`src/rtl/counter_load_ctrl.sv`:
```
// Initiator for the counter's two-step load handshake, with pad output-enable
// turnaround, timeout abort and an optional capture readback check (COUNTER_LOAD_VERIFY_EN).
module counter_load_ctrl #(
  parameter int WIDTH          = 8,
  parameter int TIMEOUT_CYCLES = 16
) (
  input  logic             in_clk,
  input  logic             in_rst,
  input  logic             in_req_valid,
  input  logic [WIDTH-1:0] in_req_value,
  output logic             out_req_ready,
  input  logic [WIDTH-1:0] in_ena,
  input  logic [WIDTH-1:0] in_counter_value,
  output logic             out_load_now,
  output logic [WIDTH-1:0] out_load_value,
  output logic             out_oe,
  output logic             out_busy,
  output logic             out_done,
  output logic             out_err,
  output logic [1:0]       out_err_code
);

  localparam int TW = (TIMEOUT_CYCLES > 2) ? $clog2(TIMEOUT_CYCLES) : 2;

  typedef enum logic [1:0] {
    IDLE  = 2'd0,
    ARM   = 2'd1,
    DRIVE = 2'd2
  } state_t;

  state_t           state;
  logic [WIDTH-1:0] value_q;
  logic [TW-1:0]    tcount;
  logic             ena_zero;
  logic             ena_ones;
  logic             timeout;
  logic             mismatch;

  assign ena_zero = (in_ena == '0);
  assign ena_ones = (in_ena == '1);
  assign timeout  = (tcount == TW'(TIMEOUT_CYCLES - 1));

`ifdef COUNTER_LOAD_VERIFY_EN
  assign mismatch = (in_counter_value != value_q);
`else
  logic unused_counter_value;
  assign unused_counter_value = ^in_counter_value;
  assign mismatch = 1'b0;
`endif

  always_ff @(posedge in_clk) begin
    if (in_rst) begin
      state        <= IDLE;
      value_q      <= '0;
      tcount       <= '0;
      out_done     <= 1'b0;
      out_err      <= 1'b0;
      out_err_code <= 2'b00;
    end else begin
      out_done <= 1'b0;
      out_err  <= 1'b0;
      case (state)
        IDLE: begin
          if (in_req_valid) begin
            value_q      <= in_req_value;
            out_err_code <= 2'b00;
            tcount       <= '0;
            state        <= ARM;
          end
        end
        ARM: begin
          if (timeout) begin
            state        <= IDLE;
            out_err      <= 1'b1;
            out_err_code <= 2'b01;
          end else begin
            tcount <= tcount + 1'b1;
            if (ena_zero) state <= DRIVE;
          end
        end
        DRIVE: begin
          // Completion is checked first so it wins over a coincident timeout.
          if (ena_ones) begin
            state    <= IDLE;
            out_done <= 1'b1;
            if (mismatch) begin
              out_err      <= 1'b1;
              out_err_code <= 2'b10;
            end
          end else if (timeout) begin
            state        <= IDLE;
            out_err      <= 1'b1;
            out_err_code <= 2'b01;
          end else begin
            tcount <= tcount + 1'b1;
          end
        end
        default: state <= IDLE;
      endcase
    end
  end

  // load_now drops in the cycle the enable returns high so the counter resumes counting.
  always_comb begin
    out_load_now   = 1'b0;
    out_load_value = '0;
    out_oe         = 1'b0;
    case (state)
      ARM: begin
        out_load_now   = 1'b1;
        out_load_value = value_q;
        out_oe         = ena_zero;
      end
      DRIVE: begin
        out_load_now   = !ena_ones;
        out_load_value = value_q;
        out_oe         = ena_zero;
      end
      default: ;
    endcase
  end

  assign out_req_ready = (state == IDLE);
  assign out_busy      = (state != IDLE);

endmodule

```
`config.mk`:
```
export PLATFORM = sky130hd
export DESIGN_NAME = counter_load_ctrl
export DESIGN_NICKNAME = d
export VERILOG_FILES = /design/src/rtl/counter_load_ctrl.sv
export SDC_FILE = /design/constraint.sdc
export NUM_CORES = 1
export LEC_CHECK = 0
export CAP_MARGIN = 5
export CELL_PAD_IN_SITES_DETAIL_PLACEMENT = 2
export CELL_PAD_IN_SITES_GLOBAL_PLACEMENT = 2
export CORE_MARGIN = 3
export CORE_UTILIZATION = 35
export CTS_BUF_LIST = sky130_fd_sc_hd__clkbuf_16
export CTS_CLUSTER_DIAMETER = 50
export CTS_CLUSTER_SIZE = 14
export DETAILED_ROUTE_END_ITERATION = 10
export DONT_BUFFER_PORTS = 1
export PLACE_DENSITY = 0.77
export SYNTH_ARGS = -nofsm -noshare
export SYNTH_HDL_FRONTEND = slang
export SYNTH_SLANG_ARGS = --single-unit
export TNS_END_PERCENT = 5
```
`constraint.sdc`:
```
create_clock -name in_clk -period 2.9 [get_ports in_clk]
set_input_delay 0.435 -clock in_clk [delete_from_list [all_inputs] [get_ports in_clk]]
set_output_delay 0.435 -clock in_clk [all_outputs]
set_load 0.02 [all_outputs]
```
=== Yosys cells after proc, flatten, opt, wreduce, memory -nomap -nowiden ===
Cells that the tools add are included.

* Logic and storage cells: 47
* Input bits: 27
* Register bits: 18

* Bitwise logic cells: 1
* Mux-type cells: 21
* Add/subtract/negate cells: 1
* Eq/ne operators: 8
* Reduce and logical (&&, ||, !) cells: 10

{| class="wikitable"
|+ Operators by type and width
! operator !! count
|-
| 2-bit two-way mux || 8
|-
| 4-bit two-way mux || 3
|-
| 2-bit case mux with 3 select lines || 2
|-
| 4-bit case mux with 3 select lines || 1
|-
| 8-bit equality test, second input constant || 1
|-
| 8-bit logical NOT || 1
|-
| 8-bit two-way mux || 1
|-
| 3-bit != test, second input constant || 2
|-
| 3-bit AND reduction || 2
|-
| 4-bit by 1-bit adder with 4-bit output, second input constant || 1
|-
| 4-bit equality test, second input constant || 1
|-
| 1-bit two-way mux || 4
|-
| 2-bit != test, second input constant || 2
|-
| 1-bit case mux with 2 select lines || 2
|-
| 2-bit OR reduction || 2
|-
| 3-bit nonzero test || 1
|-
| 2-bit by 1-bit equality test with 1-bit output, second input constant || 1
|-
| 2-bit equality test, second input constant || 1
|-
| 2-bit logical NOT || 1
|-
| 2-bit AND reduction || 1
|-
| 2-bit nonzero test || 1
|-
| 1-bit logical NOT || 1
|-
| 1-bit inverter || 1
|}

=== Depth between registers and ports, before layout ===
* Word-level depth: 4
* Mapped depth: 6
* Mapped depth without buffers: 6

=== Worst setup path after synthesis ===
No wires, ideal clock.

* Path kind: register to output
* Start point: register state[0]
* End point: output out_load_now
* Slack: 1.098 ns
* Cell stages (with the launch flop): 4
* Required time: 2.465 ns
* Data arrival time: 1.367 ns
* Cells stage by stage: dfxtp_1 -> inv_1 -> ha_1 -> a21boi_0

* Word-level cells in the longest chain between the ends: 2
* Elaborated cells between the ends (all ways): 3

{| class="wikitable"
|+ Ends and longest elaborated chain
! item !! RTL line !! source
|-
| start: declaration || 31 || <nowiki>state_t state;</nowiki>
|-
| start signal: assignment || 53 || <nowiki>state <= IDLE;</nowiki>
|-
| start signal: assignment || 68 || <nowiki>state <= ARM;</nowiki>
|-
| start signal: assignment || 73 || <nowiki>state <= IDLE;</nowiki>
|-
| 2-bit equality test / 2-bit by 1-bit equality test with 1-bit output (equally long branches) || 108 || <nowiki>case (state)</nowiki>
|-
| 1-bit case mux with 2 select lines (*) || 108 ||
|-
| end: declaration || 14 || <nowiki>output logic out_load_now,</nowiki>
|}

Mark *: on every way between the ends. The rest lies on a longest branch, timed or not.

=== Worst setup path in the final report ===
Same ends and word-level chain as after synthesis.

==> impl_metrics.ini <==
[sta]
min_period_ns = 2.221
finalSetupTns_ns = 0
final-max-slew-violation-count = 0
finalCritPeriodShare = 0.7658
skew_ns = 0.001955
rsz0062_at_grt = false
setup_viol = 0
fmax_mhz = 450.3
finalHoldViolations = 0

[detailed_routing]
ant_nets = 0
vias_per_cell = 5.859
drt_iter0_drc = 17
via_count = 832
drt_first_pass_iters = 4
drcViolationCount = 0
drt-wirelength-per-cell_um = 18.15
routed_wl_mm = 2.578

[grt]
first_global_vias = 833
met1_usage = 0.2030
grt_use_met3 = 0.02004
grt_pass1_wl_mm = 4.284
grt_max_degree = 20
busiest_layer = met2
antenna_found_initial = 0
grt_util_all_layers = 0.1688
overflow = 0
gr-usage-met2 = 0.2919

[hold_path]
hold_path_class = in2reg
hold_end = value_q[0]
min_from = in_rst
hold_depth = 1

[critical_path]
critPathKind = reg2out
ff2ff_path_depth = 6
path_buf_inv = 2
critical_path_peak_fanout = 12
cp-end-kind = output port
cp.required_ns = 2.47
worst-r2r-setup-slack_ns = 1.07
cp-start-kind = flop
critical_path.cell_chain = inv_1 -> ha_1 -> a21boi_0 -> buf_4
critPathSlowestCell = ha_1
worstReg2RegStart = state[0]
cp_top_family = adder cells
arrival_ns = 1.79
cpPeakStageDelay_ns = 0.49
timing.rr.end = tcount[3]

[power_and_ir_drop]
powerDensity_nw_per_um2 = 947.9
vdd.ir_drop.worst_v = 0.0004753
p_leak_uw = 0.0003924

[clock_network]
path_clk_slew_ns = 0.05
clk_latency_ns = 0.25
clock-root-buffer = clkbuf_16
h-tree-depth = 1
cts_made_buffers = 3
cts_sinks = 17
clk_path_buf_depth = 2
post_cts_resized = 0
cts_tree = yes
postCtsSetupBuffers = 0
ctsHoldBuffers = 0

[floorplan]
rows = 18
die_x_um = 57.82
coreArea_um2 = 2522
start_util = 0.3725
die_area_um2 = 3343
fp.dieH_um = 57.82
boundaryPins = 43

[logic_synthesis]
async_flop_share = 0
synthFlopType = dfxtp_1
synthesis.nets = 145
yosys_warnings = 0
synth_area_um2 = 939.7
synth_cells = 112
syn_area_per_cell_um2 = 8.390
yosys.cell_types.count = 33
synth-seq-cells = 17
ys_seq_area_frac = 0.3622
synth_edf_count = 0

[layout]
drive_above_1_share = 0.08036
design_area_um2 = 1047
antennaDiodeCount = 0
postLayoutCoreUtil = 0.4152
finalNetCount = 146
areaGrowthSynthToFinish_pct = 11.45

[outcome]
status = complete, no violations

[placement]
dp_hpwl_mm = 1.913
gp_congestion = 0.7925
place_area_um2 = 968.4
port_buffers = 0

[run]
max-cap-violations = 0
-- per-layer routing --
layer / routed length, µm / part of all wire
met1: 1144 / 0.44
met2: 1268 / 0.49
met5: 0 / 0
met4: 48 / 0.019
met3: 116 / 0.045
-- Yosys cell counts (2+ instances only) --
cell type | instances | area [µm²]
nand4_1 | 4 | 25.02
ha_1 | 6 | 75.07
inv_1 | 4 | 15.01
nor4_1 | 2 | 12.51
clkbuf_1 | 4 | 15.01
and4_4 | 2 | 22.52
nand3_1 | 13 | 65.06
and3_1 | 2 | 12.51
a21oi_1 | 10 | 50.05
a31oi_1 | 2 | 12.51
nand2_1 | 10 | 37.54
nand2b_1 | 5 | 31.28
o21ai_0 | 3 | 15.01
a211oi_1 | 2 | 15.01
nor2b_1 | 2 | 12.51
dfxtp_1 | 17 | 340.3
and2_1 | 8 | 50.05
-- worst reg2reg max path, cell delays in order (launching register included) --
cell and delay, ns:
dfxtp_1 0.38, inv_1 0.10, ha_1 0.23, nor2b_1 0.16, a311oi_4 0.49, a41oi_1 0.18, a211oi_1 0.21
-- placed cells by master (no fill, tap or decap), types with 2 or more instances in the layout --
master,count
a21oi_1,10
dfxtp_1,17
o21ai_0,3
a31oi_1,2
nor4_1,2
clkbuf_16,3
buf_4,3
and3_1,2
ha_1,6
nand4_1,4
nand2_1,10
nand3_1,13
nand2b_1,5
a211oi_1,2
and4_4,2
nor2b_1,2
and2_1,8
inv_1,5
-- registers in the layout, summed over array words and instances (netlist names) --
signal / count
value_q: 8
out_err: 1
out_err_code: 1
tcount: 4
out_done: 1
state: 2
-- how the worst max path moves through the flow --
stage                   from           end  slack [ns]  depth (start not counted)
finish              state[0]  out_load_now        0.68                          4
global route        state[0]  out_load_now        0.55                          4
CTS                 state[0]  out_load_now        0.65                          4
detailed placement  state[0]  out_load_now         1.0                          4
global placement    state[0]  out_load_now        0.98                          4
floorplan           state[0]  out_load_now        1.10                          3
-- per-stage QoR --
| stage | setup WS (ns) | total power (µW) | std cells | hold slack [ns] |
|---|---|---|---|---|
| finish | 0.6790 | 992.7 | 142 | 0.2505 |
| CTS | 0.6456 | 1004 | 142 | 0.2471 |
| global placement | 0.9808 | 698.7 | 138 | 0.4327 |
| floorplan | 1.098 | 607.4 | 112 | 0.4317 |
| global route | 0.5477 | 1064 | 142 | 0.2507 |
| detailed placement | 0.9998 | 718.4 | 138 | 0.4459 |
-- kinds of logic (layout without fill, tap and decap cells) --
group	count (synthesis)	count (layout)	share of synthesized area
AOI/OAI and AO/OA	24	24	0.1811
buffers and inverters	11	11	0.04925
DFF	17	17	0.3622
and+or+nand+nor	52	52	0.3129
adders and majority gates	6	6	0.07989
other	1	1	0.003991
muxes	1	1	0.01065
-- layout make-up --
cell class	count	area, µm²
Clock inverter	1	3.754
Clock buffer	3	75.07
Fill cell	275	1475
Tap cell	30	37.54
Multi-Input combinational cell	84	553.0
Timing Repair Buffer	3	22.52
Inverter	4	15.01
Sequential cell	17	340.3
-- where the power goes --
group	internal, µW	total (µW)	leakage (µW)	switching [µW]
clock network	183	278	0.0000423	95.2
logic	144	417	0.000211	274
registers	269	297	0.000139	27.5
Note: power is estimated with default switching activity, not from simulation.
